## src/rtl/ssd_pkg.sv

```systemverilog
// Shared types and constants for the multi-channel seven-segment controller:
// FSM state enum, active-low segment patterns and the BCD width helper.
package ssd_pkg;

  typedef enum logic [1:0] {
    LOAD,
    SHIFT,
    WRITE
  } state_e;

  localparam logic [6:0] SEG_0     = 7'h40;
  localparam logic [6:0] SEG_1     = 7'h79;
  localparam logic [6:0] SEG_2     = 7'h24;
  localparam logic [6:0] SEG_3     = 7'h30;
  localparam logic [6:0] SEG_4     = 7'h19;
  localparam logic [6:0] SEG_5     = 7'h12;
  localparam logic [6:0] SEG_6     = 7'h02;
  localparam logic [6:0] SEG_7     = 7'h78;
  localparam logic [6:0] SEG_8     = 7'h00;
  localparam logic [6:0] SEG_9     = 7'h10;
  localparam logic [6:0] SEG_DASH  = 7'h3F;
  localparam logic [6:0] SEG_BLANK = 7'h7F;

  // One nibble per 3 binary bits always covers 2^w-1.
  function automatic int bcd_width(input int w);
    return 4 * ((w + 2) / 3);
  endfunction

endpackage

```

## src/rtl/bin2bcd_seq.sv

```systemverilog
// Sequential double-dabble converter: load latches din and clears BCD,
// each step does add-3 then shift. Ports: clk, rst, load, step, din, bcd,
// done (high on the step that completes the conversion).
module bin2bcd_seq
  import ssd_pkg::*;
#(
  parameter int IN_WIDTH = 6,
  localparam int BCDW = bcd_width(IN_WIDTH)
) (
  input  logic                clk,
  input  logic                rst,
  input  logic                load,
  input  logic                step,
  input  logic [IN_WIDTH-1:0] din,
  output logic [BCDW-1:0]     bcd,
  output logic                done
);

  localparam int CW = $clog2(IN_WIDTH + 1);

  logic [IN_WIDTH-1:0] shreg_q, shreg_d;
  logic [BCDW-1:0]     bcd_q, bcd_d, adj;
  logic [CW-1:0]       cnt_q, cnt_d;

  always_ff @(posedge clk) begin
    if (rst) begin
      shreg_q <= '0;
      bcd_q   <= '0;
      cnt_q   <= '0;
    end else begin
      shreg_q <= shreg_d;
      bcd_q   <= bcd_d;
      cnt_q   <= cnt_d;
    end
  end

  always_comb begin
    adj = bcd_q;
    for (int i = 0; i < BCDW / 4; i++) begin
      if (bcd_q[i*4 +: 4] >= 4'd5)
        adj[i*4 +: 4] = bcd_q[i*4 +: 4] + 4'd3;
    end
  end

  always_comb begin
    shreg_d = shreg_q;
    bcd_d   = bcd_q;
    cnt_d   = cnt_q;
    if (load) begin
      shreg_d = din;
      bcd_d   = '0;
      cnt_d   = '0;
    end else if (step) begin
      bcd_d   = {adj[BCDW-2:0], shreg_q[IN_WIDTH-1]};
      shreg_d = shreg_q << 1;
      cnt_d   = cnt_q + 1'b1;
    end
  end

  assign bcd  = bcd_q;
  assign done = step && (cnt_q == CW'(IN_WIDTH - 1));

endmodule

```

## src/rtl/multi_ssd.sv

```systemverilog
// Round-robin multi-channel seven-segment controller: converts each channel
// to BCD, encodes DIGITS active-low digits into the registered hex bus and
// pulses frame after the last channel. Ports: clk, rst, en, in, hex, frame.
// Optional macro SSD_OVF_DASH_EN: out-of-range values show dashes.
module multi_ssd
  import ssd_pkg::*;
#(
  parameter int NUM_CH   = 2,
  parameter int IN_WIDTH = 6,
  parameter int DIGITS   = 2
) (
  input  logic                         clk,
  input  logic                         rst,
  input  logic                         en,
  input  logic [NUM_CH*IN_WIDTH-1:0]   in,
  output logic [NUM_CH*DIGITS*7-1:0]   hex,
  output logic                         frame
);

  localparam int BCDW = bcd_width(IN_WIDTH);
  localparam int PW   = (BCDW > DIGITS * 4) ? BCDW : DIGITS * 4;
  localparam int CHW  = (NUM_CH > 1) ? $clog2(NUM_CH) : 1;
  localparam int HW   = NUM_CH * DIGITS * 7;

  state_e           state_q, state_d;
  logic [CHW-1:0]   ch_q, ch_d;
  logic [HW-1:0]    hex_q, hex_d;
  logic             frame_q, frame_d;
  logic             load, step, wr, done, ovf;
  logic [IN_WIDTH-1:0] sel;
  logic [BCDW-1:0]  bcd;
  logic [PW-1:0]    pad;

  function automatic logic [6:0] seg_enc(input logic [3:0] n);
    case (n)
      4'd0:    return SEG_0;
      4'd1:    return SEG_1;
      4'd2:    return SEG_2;
      4'd3:    return SEG_3;
      4'd4:    return SEG_4;
      4'd5:    return SEG_5;
      4'd6:    return SEG_6;
      4'd7:    return SEG_7;
      4'd8:    return SEG_8;
      4'd9:    return SEG_9;
      default: return SEG_BLANK;
    endcase
  endfunction

  always_comb begin
    sel = '0;
    for (int c = 0; c < NUM_CH; c++) begin
      if (CHW'(c) == ch_q)
        sel = in[c*IN_WIDTH +: IN_WIDTH];
    end
  end

  bin2bcd_seq #(
    .IN_WIDTH(IN_WIDTH)
  ) u_b2b (
    .clk  (clk),
    .rst  (rst),
    .load (load),
    .step (step),
    .din  (sel),
    .bcd  (bcd),
    .done (done)
  );

  always_ff @(posedge clk) begin
    if (rst) begin
      state_q <= LOAD;
      ch_q    <= '0;
      hex_q   <= {(NUM_CH*DIGITS){SEG_BLANK}};
      frame_q <= 1'b0;
    end else begin
      state_q <= state_d;
      ch_q    <= ch_d;
      hex_q   <= hex_d;
      frame_q <= frame_d;
    end
  end

  always_comb begin
    state_d = state_q;
    ch_d    = ch_q;
    if (en) begin
      unique case (state_q)
        LOAD:  state_d = SHIFT;
        SHIFT: if (done) state_d = WRITE;
        WRITE: begin
          state_d = LOAD;
          ch_d = (ch_q == CHW'(NUM_CH - 1)) ? '0 : ch_q + 1'b1;
        end
        default: state_d = LOAD;
      endcase
    end
  end

  always_comb begin
    load    = en && (state_q == LOAD);
    step    = en && (state_q == SHIFT);
    wr      = en && (state_q == WRITE);
    // frame is recomputed every clock so it never stretches while en=0
    frame_d = wr && (ch_q == CHW'(NUM_CH - 1));
    pad     = PW'(bcd);
`ifdef SSD_OVF_DASH_EN
    ovf     = |(pad >> (DIGITS * 4));
`else
    ovf     = 1'b0;
`endif
    hex_d   = hex_q;
    if (wr) begin
      for (int c = 0; c < NUM_CH; c++) begin
        for (int d = 0; d < DIGITS; d++) begin
          if (CHW'(c) == ch_q)
            hex_d[(c*DIGITS+d)*7 +: 7] =
              ovf ? SEG_DASH : seg_enc(pad[d*4 +: 4]);
        end
      end
    end
  end

  assign hex   = hex_q;
  assign frame = frame_q;

endmodule
```

## config.mk

```make
export PLATFORM = sky130hd
export DESIGN_NAME = multi_ssd
export DESIGN_NICKNAME = d
export VERILOG_FILES = /design/src/rtl/ssd_pkg.sv /design/src/rtl/bin2bcd_seq.sv /design/src/rtl/multi_ssd.sv
export SDC_FILE = /design/constraint.sdc
export NUM_CORES = 1
export LEC_CHECK = 0
export CAP_MARGIN = 15
export CORE_MARGIN = 5
export CORE_UTILIZATION = 57
export DETAILED_ROUTE_END_ITERATION = 16
export PLACE_DENSITY_LB_ADDON = 0.05
export SKIP_LAST_GASP = 1
export SLEW_MARGIN = 15
export SYNTH_ARGS = -nofsm -noshare
export SYNTH_HDL_FRONTEND = slang
export SYNTH_HIERARCHICAL = 1
export SYNTH_SLANG_ARGS = --single-unit
```

## constraint.sdc

```tcl
create_clock -name clk -period 3.1 [get_ports clk]
set_input_delay 0.62 -clock clk [delete_from_list [all_inputs] [get_ports clk]]
set_output_delay 0.62 -clock clk [all_outputs]
set_load 0.005 [all_outputs]
```

# Word-level counts from Yosys, hierarchy flattened
# Memories as Yosys holds them, arrays and structs flattened. A register that Yosys moved wholly into a read port is not among the register bits.
# Cells that the tools add are included.
[totals]
ff_bits = 21
romBits = 448
input_bits = 15
output_inout_bits = 29
wordCells = 41
n_memories = 4
[memory_table]
columns = ["name", "words", "word_bits", "rd", "rd_clocked_by_memory_dff", "wr", "line_no", "text"]
rows = [
  ["(name not given)", 16, 7, 1, 1, 0, "multi_ssd.sv:35", "case (n)"],
  ["(name not given)", 16, 7, 1, 1, 0, "multi_ssd.sv:35", ""],
  ["(name not given)", 16, 7, 1, 1, 0, "multi_ssd.sv:35", ""],
  ["(name not given)", 16, 7, 1, 1, 0, "multi_ssd.sv:35", ""],
]
[op_classes]
add_sub_neg = 4
n_lt_le_gt_ge = 2
n_eq_ne = 4
n_mux = 8
bitwise_logic = 1
n_reduce_logical = 12
[op_table]
columns = ["cell", "n"]
rows = [
  ["$mux W6", 3],
  ["$ge A4 B3 Y1 const B", 2],
  ["$reduce_and A2 Y1", 4],
  ["$logic_and A1 B1 Y1", 5],
  ["$add A4 B2 Y4 const B", 1],
  ["$mux W4", 1],
  ["$pmux W2 S2", 1],
  ["$add A3 B1 Y3 const B", 1],
  ["$add A3 B2 Y3 const B", 1],
  ["$eq A3 B3 Y1 const B", 1],
  ["$mux W3", 1],
  ["$eq A2 B1 Y1 const B", 1],
  ["$eq A2 B2 Y1 const B", 1],
  ["$logic_not A2 Y1", 1],
  ["$mux W2", 1],
  ["$ne A2 B2 Y1 const B", 1],
  ["$reduce_bool A2 Y1", 1],
  ["$reduce_or A2 Y1", 1],
  ["$add A1 B1 Y1 const B", 1],
  ["$mux W1", 1],
  ["$not A1 Y1", 1],
]

# Depth between registers and ports, before layout
# Gate-level depths: netlist (run 1).
[depth]
ltp_word = 5
depth_mapped = 9
depth_no_buf = 6

# By module
# Netlist (run 1), hierarchy kept.
[modules_own_cells]
columns = ["module", "n_inst", "cells_per_inst", "area_each_um2", "seq_area_each_um2"]
rows = [
  ["multi_ssd", 1, 176, 1592.8, 640.6],
  ["bin2bcd_seq", 1, 101, 923.4, 340.3],
]

# Least setup slack after synthesis (run 1)
# No wires, ideal clock.
[synth_timing]
path_type = "input-to-reg"
from = "input en"
to = "register state_q[1]"
setup_time_ns = 0.065
arrival_time_ns = 2.047
required_time_ns = 3.035
setup_slack_ns = 0.988
cell_stages = 9
path_buffers = 3
cell_sequence = "buf_2 > nand2_1 > nor2_1 > clkbuf_1 > buf_2 > and3_1 > nand3_1 > mux2_2 > nor2_1"
[synth_between]
elab_chain_len = 4
[synth_rtl]
columns = ["item", "line_no", "text"]
rows = [
  ["from (decl)", "multi_ssd.sv:14", "input logic en,"],
  ["$logic_and A1 B1 Y1", "multi_ssd.sv:102", "step = en && (state_q == SHIFT);"],
  ["named net step", "multi_ssd.sv:29", "logic load, step, wr, done, ovf;"],
  ["$logic_and A1 B1 Y1", "bin2bcd_seq.sv:61", "assign done = step && (cnt_q == CW'(IN_WIDTH - 1));"],
  ["named net done", "multi_ssd.sv:29", ""],
  ["$ne A2 B2 Y1 (no line)", "n/a", ""],
  ["$reduce_and A2 Y1 (no line)", "n/a", ""],
  ["to (signal assigned)", "multi_ssd.sv:77", "state_q <= state_d;"],
  ["to (decl)", "multi_ssd.sv:25", "state_e state_q, state_d;"],
]
# The timed path passes the listed nets, and every way through them passes these cells.
# A chain may end at the register's enable or synchronous reset.

# Final worst setup path (run 1)
[layout_timing]
from = "input en"
to = "register u_b2b.bcd_q[6], in the netlist u_b2b/bcd[6]"
[layout_between]
word_cells_on_any_way = 3
classes_between = "reduce/logical: 3"
[layout_rtl]
columns = ["item", "line_no", "text"]
rows = [
  ["$logic_and A1 B1 Y1", "multi_ssd.sv:102", ""],
  ["named net step", "multi_ssd.sv:29", ""],
  ["to (signal assigned)", "bin2bcd_seq.sv:28", "bcd_q <= '0;"],
  ["to (signal assigned)", "bin2bcd_seq.sv:32", "bcd_q <= bcd_d;"],
  ["to (decl)", "bin2bcd_seq.sv:22", "logic [BCDW-1:0] bcd_q, bcd_d, adj;"],
]
# The timed path passes the listed nets, and every way through them passes these cells.

==> run_results.csv, run 1 <==
group,metric,value,unit
run_status,outcome,"complete, no violations",
route,drc,0,
placement,gp_congestion,0.7906,
setup_path,critPathLaunchType,"input port",
placement,placed_area,2930,um2
final_layout,drive_gt1_share,10.22,%
sta,setup_viol,0,
min_path,hp-class,"flop to flop",
cts,cts_tree,"done",
setup_path,cpMostUsedCell,"nand2_1",
setup_path,end_kind,"flop",
sta,finalClockSkew,0.007377,ns
logic_synthesis,synth_area_leaders,"dfxtp_1, ha_1, a21oi_1",
route,wl_per_cell,13.27,um
cts,cts_hold_buf,0,
placement,portBuffers,43,
floorplanning,die_x,76.44,um
setup_path,critical_path.top_delay_family,"buffers and inverters",
global_route,antenna_found_initial,0,
floorplanning,core_area,4324,um2
sta,slew_violations,0,
final_layout,diodes,0,
setup_path,crit_chain,"clkdlybuf4s50_1, nand2_1, nor2_1, buf_4, nand2_1, a2111o_1, o211ai_1",
pwr,ir_drop,0.2703,mV
setup_path,crit_buf_inv,2,
cts,cts_buffer_depth,2,
final_layout,fillers,368,
final_layout,multi_input_area,1368,um2
global_route,grt_pass1_vias,1838,
setup_path,worstPathMaxFanout,22,
cts,cts_resized,0,
global_route,grt_util_all_layers,16.70,%
sta,worstMarginPinSlew,0.5751,ns
sta,hold_violations,0,
floorplanning,num_io_pins,44,
floorplanning,num_rows,24,
logic_synthesis,ys_seq_area_share,38.99,%
sta,max-slew-margin-rel,61.61,%
global_route,grt_pass1_wl,8293,um
logic_synthesis,ys_types,42,
final_layout,stdcell_area,3017,um2
logic_synthesis,ys_ff_latch,49,
logic_synthesis,avgSynthCellArea,9.084,um2
setup_path,cp.required,3.32,ns
cts,cts-root-buf,"clkbuf_8",
final_layout,regArea,980.9,um2
setup_path,cpPeakStageDelay,0.65,ns
route,vias_per_cell,5.493,
route,ant_nets,0,
cts,clkSinkCount,49,
pwr,power.density,360.7,nW/um2
route,routed_wirelength,4842,um
sta,grt_setup_unrepaired,"false",
placement,hpwlAfterDp,3565,um
logic_synthesis,netlist_area,2516,um2
cts,clock_latency,0.30,ns
logic_synthesis,synth_area_leader_cell,"dfxtp_1",
logic_synthesis,synth_top_area_share,38.99,%
sta,fmaxAchievable,0.4577,GHz
sta,tns,0,ns
sta,finalCritPeriodShare,70.48,%
flow_run,maxCapViolCount,0,
cts,postCtsSetupBuffers,0,
cts,numCtsBuffers,5,
logic_synthesis,synth.net_count,308,
global_route,overflow,0,
pwr,p_leak,1.125,nW
floorplanning,die-area,5843,um2
final_layout,syn_to_final_growth,19.89,%
sta,period_needed,2.185,ns
cts,cts.htree.levels,2,
floorplanning,die_h,76.44,um
logic_synthesis,netlist_instances,277,
setup_path,critPathSlowestCell,"clkdlybuf4s50_1",
logic_synthesis,yosys_warnings,6,
cts,path_clk_slew,0.09,ns
global_route,grt_max_degree,28,
floorplanning,initial_core_util,58.19,%
route,dr.pass1.iters,4,
setup_path,critPathArrivalTime,2.41,ns
route,vias,2005,
route,drtIter0Drc,66,
setup_path,critPathKind,"input port to flop",
final_layout,finalNetCount,343,
==> worst min-delay path: stages (launching register included) <==
cell and delay (ns):
dfxtp_1 0.33, a21oi_1 0.06, o21ai_0 0.06
==> logic make-up after synthesis <==
| logic type | share of synthesized area, % |
|---|---|
| compound gates | 20.59 |
| xor+xnor | 1.044 |
| fa+ha+maj | 7.956 |
| buf+inv | 6.663 |
| flops | 38.99 |
| mux | 8.155 |
| simple gates | 16.61 |
==> metal layers <==
metal	wire length (um)	GRT usage, %	vias up
met3	240	3.191	7
met5	0	0	-
li1	-	-	1049
met1	2280	21.01	907
met2	2217	27.31	42
met4	104	7.867	0
==> registers in the layout, indices dropped and copies added (netlist names) <==
name	flops
ch_q	1
u_b2b/shreg_q	6
u_b2b/cnt_q	3
u_b2b/bcd	8
hex	28
state_q	2
frame	1
==> per-stage QoR <==
stage / setup WS, ns / power [mW] / util (%) / std cells / hold WS [ns]
3_5_place_dp: 0.6106 / 0.7431 / 67.77 / 357 / 0.4605
2_1_floorplan: 0.9876 / 0.7146 / - / 277 / 0.4597
6_report: 0.9151 / 1.088 / 69.76 / 365 / 0.4736
5_1_grt: 0.7530 / 1.137 / 69.76 / 365 / 0.5016
4_1_cts: 0.9249 / 1.101 / 69.76 / 365 / 0.4805
3_3_place_gp: 0.6493 / 0.7411 / 67.77 / 357 / 0.4474
==> synthesized netlist by cell type <==
library cell and instances:
a221o_1 4, o21ai_0 23, clkbuf_1 4, buf_1 1, or3_2 2, mux2i_1 7
a2111o_1 4, clkbuf_2 3, xor2_1 1, nor2b_1 5, nand2b_1 5, a211oi_1 1
a21oi_1 29, o31a_1 1, and3_1 2, buf_6 4, dfxtp_1 49, nor3b_1 5
and2_1 1, o31ai_1 6, nand3_1 5, o21a_1 1, a21o_1 1, buf_2 8
inv_1 11, nand3b_1 7, o211ai_1 4, or3b_1 1, or3b_2 1, xnor2_1 2
nor2_1 26, buf_4 1, nand2_1 11, a31oi_1 1, or2_4 1, nand4b_4 1
o21bai_1 2, nand4bb_1 1, mux2_2 12, a22oi_1 6, or2_2 1, ha_1 16
==> path summary, 6_finish.rpt <==
kind | startpoint | endpoint | slack [ns] | depth (start not counted)
worst max register to register | u_b2b/bcd[1]$_SDFFE_PP0P_ | u_b2b/bcd[4]$_SDFFE_PP0P_ | 1.43 | 5
worst max-delay path | en | u_b2b/bcd[6]$_SDFFE_PP0P_ | 0.92 | 7
worst min-delay path | hex[21]$_SDFFE_PP1P_ | hex[21]$_SDFFE_PP1P_ | 0.47 | 2
worst min register to register | hex[21]$_SDFFE_PP1P_ | hex[21]$_SDFFE_PP1P_ | 0.47 | 2
==> power breakdown <==
group | internal, mW | switching, mW | total, mW
Sequential | 0.637 | 0.00671 | 0.643
Combinational | 0.0447 | 0.0398 | 0.0845
Clock | 0.156 | 0.205 | 0.360
Total | 0.837 | 0.251 | 1.09
==> layout by cell type, fill, tap and decap left out, types with 6 or more instances in the layout <==
| master | instances |
|---|---|
| buf_4 | 6 |
| inv_1 | 11 |
| dfxtp_1 | 49 |
| mux2_2 | 12 |
| ha_1 | 16 |
| a21oi_1 | 29 |
| nor2_1 | 26 |
| a22oi_1 | 6 |
| o31ai_1 | 6 |
| nand2_1 | 11 |
| clkdlybuf4s50_1 | 43 |
| nand3b_1 | 7 |
| o21ai_0 | 23 |
| mux2i_1 | 7 |
==> area by class of cell <==
| type | count | area share (%) |
|---|---|---|
| Tap cell | 52 | 2.157 |
| Clock buffer | 5 | 2.281 |
| Multi-Input combinational cell | 196 | 45.33 |
| Inverter | 11 | 1.369 |
| Sequential cell | 49 | 32.52 |
| Clock inverter | 3 | 0.5807 |
| Timing Repair Buffer | 49 | 15.76 |
Note: power is estimated with default switching activity, not from simulation.
==> run 2, diff against run 1 <==
--- a/config.mk
+++ b/config.mk
@@ -7,7 +7,7 @@
 export LEC_CHECK = 0
 export CAP_MARGIN = 15
 export CORE_MARGIN = 5
-export CORE_UTILIZATION = 57
+export CORE_UTILIZATION = 52
 export DETAILED_ROUTE_END_ITERATION = 16
 export PLACE_DENSITY_LB_ADDON = 0.05
 export SKIP_LAST_GASP = 1
==> constraint.sdc (replaced) <==
create_clock -name clk -period 2.1 [get_ports clk]
set_input_delay 0.42 -clock clk [delete_from_list [all_inputs] [get_ports clk]]
set_output_delay 0.42 -clock clk [all_outputs]
set_load 0.005 [all_outputs]
==> run 2 against run 1 <==
  * Hold slack worse by 0.0020 ns
  * Design area grew 3.2%
  * Largest power group unchanged
  * Die area up 8.3%
  * Clock power rose by 54%
  * Routed wire length up 4.0%
  * Highest routed layer unchanged
==> run_results.csv, run 2 (synthesis results as in run 1) <==
group,metric,value,unit
global_route,grt_pass1_wl,8431,um
route,drc,0,
setup_path,cpMostUsedCell,"nand2_1",
route,vias_per_cell,5.344,
floorplanning,die-area,6330,um2
floorplanning,die_x,79.56,um
setup_path,critPathSlowestCell,"clkdlybuf4s50_1",
min_path,hp-class,"flop to flop",
route,dr.pass1.iters,5,
sta,slew_violations,0,
route,vias,2068,
sta,max-slew-margin-rel,63.13,%
sta,fmaxAchievable,0.5595,GHz
pwr,ir_drop,0.2814,mV
setup_path,crit_chain,"clkdlybuf4s50_1, nand2_1, nor2_1, buf_4, nand2_1, a2111o_1, o211ai_1",
cts,clkSinkCount,49,
sta,tns,0,ns
final_layout,most-common-layout-cells,"dfxtp_1, clkdlybuf4s50_1, a21oi_1",
global_route,antenna_found_initial,0,
floorplanning,initial_core_util,53.27,%
final_layout,finalNetCount,350,
run_status,outcome,"complete, no violations",
setup_path,critPathLaunchType,"input port",
setup_path,worstPathMaxFanout,14,
sta,setup_viol,0,
setup_path,crit_buf_inv,2,
cts,numCtsBuffers,5,
sta,period_needed,1.787,ns
cts,cts_buffer_depth,2,
setup_path,cp.required,2.33,ns
sta,finalClockSkew,0.005612,ns
placement,portBuffers,43,
sta,hold_violations,0,
sta,grt_setup_unrepaired,"false",
flow_run,maxCapViolCount,0,
floorplanning,core_area,4723,um2
global_route,grt_pass1_vias,1810,
cts,cts-root-buf,"clkbuf_8",
final_layout,drive_gt1_share,11.88,%
setup_path,critPathKind,"input port to flop",
placement,hpwlAfterDp,3670,um
final_layout,mostFrequentLayoutCell,"dfxtp_1",
final_layout,diodes,0,
cts,path_clk_slew,0.09,ns
cts,cts_resized,0,
global_route,grt_max_degree,41,
global_route,overflow,0,
route,wl_per_cell,13.01,um
cts,cts_tree,"done",
route,drtIter0Drc,82,
pwr,power.density,527.1,nW/um2
setup_path,cpPeakStageDelay,0.50,ns
global_route,grt_util_all_layers,16.81,%
cts,clock_latency,0.31,ns
pwr,p_leak,1.164,nW
route,ant_nets,0,
final_layout,syn_to_final_growth,23.77,%
cts,cts_hold_buf,0,
setup_path,end_kind,"flop",
sta,worstMarginPinSlew,0.5524,ns
floorplanning,num_rows,25,
floorplanning,die_h,79.56,um
setup_path,critPathArrivalTime,2.02,ns
floorplanning,num_io_pins,44,
cts,postCtsSetupBuffers,0,
cts,cts.htree.levels,2,
final_layout,fillers,442,
final_layout,largest_reg_flops,28,
pwr,finalPower,1.641,mW
route,routed_wirelength,5034,um
placement,gp_congestion,0.7834,
sta,finalCritPeriodShare,85.11,%
setup_path,critical_path.top_delay_family,"buffers and inverters",
==> run 2: changes by cell type in the layout (fill, tap and decap cells not counted), sizes merged <==
cell	change
clkbuf	+1
clkinvlp	+1
buf	+7
clkinv	-2
==> run 2: report_power, final <==
part / switching [mW] / internal [mW]
combinational: 0.0617 / 0.0754
sequential: 0.00967 / 0.940
clock: 0.320 / 0.235
==> run 2: worst register-to-register path, stage by stage, from the launching register on <==
cell	delay, ns
dfxtp_1	0.51
inv_1	0.13
ha_1	0.24
nand2b_1	0.15
or3b_2	0.46
a31oi_1	0.15
==> run 2: stage by stage <==
step	util [%]	hold slack (ns)	instance area [um2]	cells	setup slack, ns
2_1_floorplan	-	0.4597	2516	277	0.1876
3_3_place_gp	64.08	0.4477	3027	379	0.1017
3_5_place_dp	64.08	0.4548	3027	379	0.03105
4_1_cts	65.93	0.4768	3114	387	0.3354
5_1_grt	65.93	0.5045	3114	387	0.2059
6_report	65.93	0.4716	3114	387	0.3127
==> run 2: cell type report <==
cell class | instances | area [um2] | area share (%)
Tap cell | 67 | 83.83 | 2.692
Clock buffer | 6 | 72.57 | 2.330
Timing Repair Buffer | 56 | 553.0 | 17.76
Multi-Input combinational cell | 196 | 1368 | 43.91
Clock inverter | 2 | 15.01 | 0.4821
Inverter | 11 | 41.29 | 1.326
Sequential cell | 49 | 980.9 | 31.50
==> run 2: worst paths after layout <==
path | start | endpoint | slack (ns) | depth (start not counted)
max | en | u_b2b/bcd[1]$_SDFFE_PP0P_ | 0.31 | 7
min reg2reg | hex[4]$_SDFFE_PP1P_ | hex[4]$_SDFFE_PP1P_ | 0.47 | 2
max reg2reg | u_b2b/bcd[1]$_SDFFE_PP0P_ | u_b2b/bcd[4]$_SDFFE_PP0P_ | 0.40 | 5
min | hex[4]$_SDFFE_PP1P_ | hex[4]$_SDFFE_PP1P_ | 0.47 | 2
==> run 2: routing by layer <==
layer	GRT usage [%]	share of wire, %	vias to the layer above
met2	26.04	45	60
met5	0	0	-
met4	6.186	1.5	0
li1	-	-	1061
met3	4.289	6.5	6
met1	22.45	47	941
==> run 3, diff against run 2 <==
--- a/config.mk
+++ b/config.mk
@@ -6,11 +6,12 @@
 export NUM_CORES = 1
 export LEC_CHECK = 0
 export CAP_MARGIN = 15
+export CELL_PAD_IN_SITES_DETAIL_PLACEMENT = 2
+export CELL_PAD_IN_SITES_GLOBAL_PLACEMENT = 2
 export CORE_MARGIN = 5
-export CORE_UTILIZATION = 52
+export CORE_UTILIZATION = 32
 export DETAILED_ROUTE_END_ITERATION = 16
 export PLACE_DENSITY_LB_ADDON = 0.05
-export SKIP_LAST_GASP = 1
 export SLEW_MARGIN = 15
 export SYNTH_ARGS = -nofsm -noshare
 export SYNTH_HDL_FRONTEND = slang
==> run 3 against run 2 <==
  * Via count up 3.1%
  * Worst setup slack worse by 0.022 ns
  * Largest cell class unchanged
  * Combinational power about the same
  * Sequential share of layout area down 0.63 points
  * Count of clock-buffer cells in the layout unchanged
  * Register-to-register slack about the same
  * Largest power group unchanged
  * Non-clock buffer count unchanged
  * Total power up 10%
  * Sequential cell count unchanged
  * Final cell count up 9.0%
==> run_results.csv, run 3 (synthesis results as in run 1) <==
group,metric,value,unit
floorplanning,die_x,98.68,um
min_path,hp-class,"flop to flop",
setup_path,r2r_setup_slack,0.40,ns
final_layout,drive_gt1_share,12.19,%
sta,whs,0.4744,ns
pwr,power_switching,406.5,uW
setup_path,critPathKind,"input port to flop",
route,dr.pass1.iters,4,
setup_path,critPathSlowestCell,"clkdlybuf4s50_1",
final_layout,syn_to_final_growth,26.31,%
setup_path,critical_path.top_delay_family,"buffers and inverters",
sta,grt_setup_unrepaired,"false",
sta,tns,0,ns
floorplanning,num_io_pins,44,
cts,numCtsBuffers,5,
global_route,grt_pass1_vias,2275,
cts,cts_hold_buf,0,
pwr,finalPower,1.807,mW
final_layout,finalNetCount,350,
run_status,outcome,"complete, no violations",
floorplanning,die_h,98.68,um
cts,cts.htree.levels,2,
global_route,grt_util_all_layers,13.91,%
sta,slew_violations,0,
route,vias_per_cell,5.052,
cts,cts_buffer_depth,2,
sta,finalClockSkew,0.003793,ns
final_layout,most-common-layout-cells,"dfxtp_1, clkdlybuf4s50_1, a21oi_1",
pwr,p_clk_share,39.7,%
cts,clock_latency,0.30,ns
final_layout,stdcell_area,3178,um2
sta,fmaxAchievable,0.5526,GHz
final_layout,largest_reg_flops,28,
cts,clkSinkCount,49,
final_layout,mostFrequentLayoutCell,"dfxtp_1",
pwr,p_leak,1.179,nW
floorplanning,die-area,9737,um2
pwr,power.density,568.6,nW/um2
placement,hpwlAfterDp,5022,um
placement,placed_area,3058,um2
final_layout,fin_util,41.34,%
placement,portBuffers,43,
pwr,ir_drop,0.2270,mV
placement,gp_congestion,0.7104,
global_route,overflow,0,
final_layout,diodes,0,
global_route,antenna_found_initial,0,
route,drtIter0Drc,84,
global_route,grt_max_degree,26,
final_layout,fillers,866,
floorplanning,num_rows,32,
pwr,internal-power,1.401,mW
setup_path,cpMostUsedCell,"nand2_1",
floorplanning,core_area,7687,um2
cts,cts_resized,0,
route,vias,2132,
sta,period_needed,1.810,ns
setup_path,cpPeakStageDelay,0.54,ns
floorplanning,initial_core_util,32.73,%
setup_path,critPathLaunchType,"input port",
cts,cts-root-buf,"clkbuf_8",
route,drc,0,
global_route,grt_pass1_wl,11150,um
cts,path_clk_slew,0.09,ns
route,routed_wirelength,6657,um
sta,worstMarginPinSlew,0.5879,ns
setup_path,critPathArrivalTime,2.04,ns
pwr,seqPwrFrac,52.6,%
pwr,p_comb_share,7.7,%
setup_path,cp.required,2.33,ns
route,ant_nets,0,
sta,setup_viol,0,
cts,postCtsSetupBuffers,0,
setup_path,end_kind,"flop",
sta,hold_violations,0,
route,wl_per_cell,15.77,um
setup_path,crit_buf_inv,2,
cts,cts_tree,"done",
flow_run,maxCapViolCount,0,
sta,finalCritPeriodShare,86.18,%
setup_path,worstPathMaxFanout,13,
setup_path,crit_chain,"clkdlybuf4s50_1, nand2_1, nor2_1, buf_4, nand2_1, a2111o_1, o211ai_1",
pwr,sw_frac_of_total,22.50,%
sta,max-slew-margin-rel,60.75,%
==> run 3: cell count changes in the layout (fill, tap and decap cells not counted), sizes merged <==
cell / previous run / this run
bufinv: 0 / 1
clkinvlp: 2 / 1
==> run 3: power by group through the flow <==
stage          logic (mW)  registers (mW)  clock network, mW
6_report            0.138           0.951              0.718
5_1_grt             0.154           0.953              0.779
4_1_cts             0.141           0.951              0.745
3_5_place_dp        0.140           0.973                  0
3_3_place_gp        0.136           0.972                  0
2_1_floorplan      0.0864           0.969                  0
==> run 3: final cells by class <==
cell class | instances | area (um2) | share of cell area (%)
multi-input cells | 196 | 1368 | 43.03
inverters | 11 | 41.29 | 1.299
clock inverters | 2 | 37.54 | 1.181
well taps | 102 | 127.6 | 4.016
repair buffers | 56 | 540.5 | 17.01
clock buffers | 6 | 82.58 | 2.598
flip-flops and latches | 49 | 980.9 | 30.87
==> run 3: metrics by stage <==
step / instances / worst slack [ns]
floorplan: 277 / 0.1876
global placement: 414 / 0.07842
detailed placement: 414 / -0.04051
CTS: 422 / 0.2694
global route: 422 / 0.1731
finish: 422 / 0.2903
==> run 3: worst paths after layout <==
path / start / to / cells past startpoint
min reg2reg: hex[14]$_SDFFE_PP1P_ / hex[14]$_SDFFE_PP1P_ / 2
min: hex[14]$_SDFFE_PP1P_ / hex[14]$_SDFFE_PP1P_ / 2
max reg2reg: u_b2b/bcd[1]$_SDFFE_PP0P_ / u_b2b/bcd[4]$_SDFFE_PP0P_ / 5
max: en / u_b2b/bcd[2]$_SDFFE_PP0P_ / 7
==> run 3: routing by layer <==
layer | track usage [%] | wire length, um | up-vias
li1 | - | - | 1059
met1 | 16.96 | 2988 | 1024
met2 | 24.60 | 3300 | 41
met3 | 2.902 | 285 | 8
met4 | 4.097 | 82 | 0
met5 | 0 | 0 | -
==> run 3: worst register-to-register path: stages, from the launching register on <==
cell and delay (ns):
dfxtp_1 0.52, inv_1 0.13, ha_1 0.23, nand2b_1 0.14, or3b_2 0.45, a31oi_1 0.16
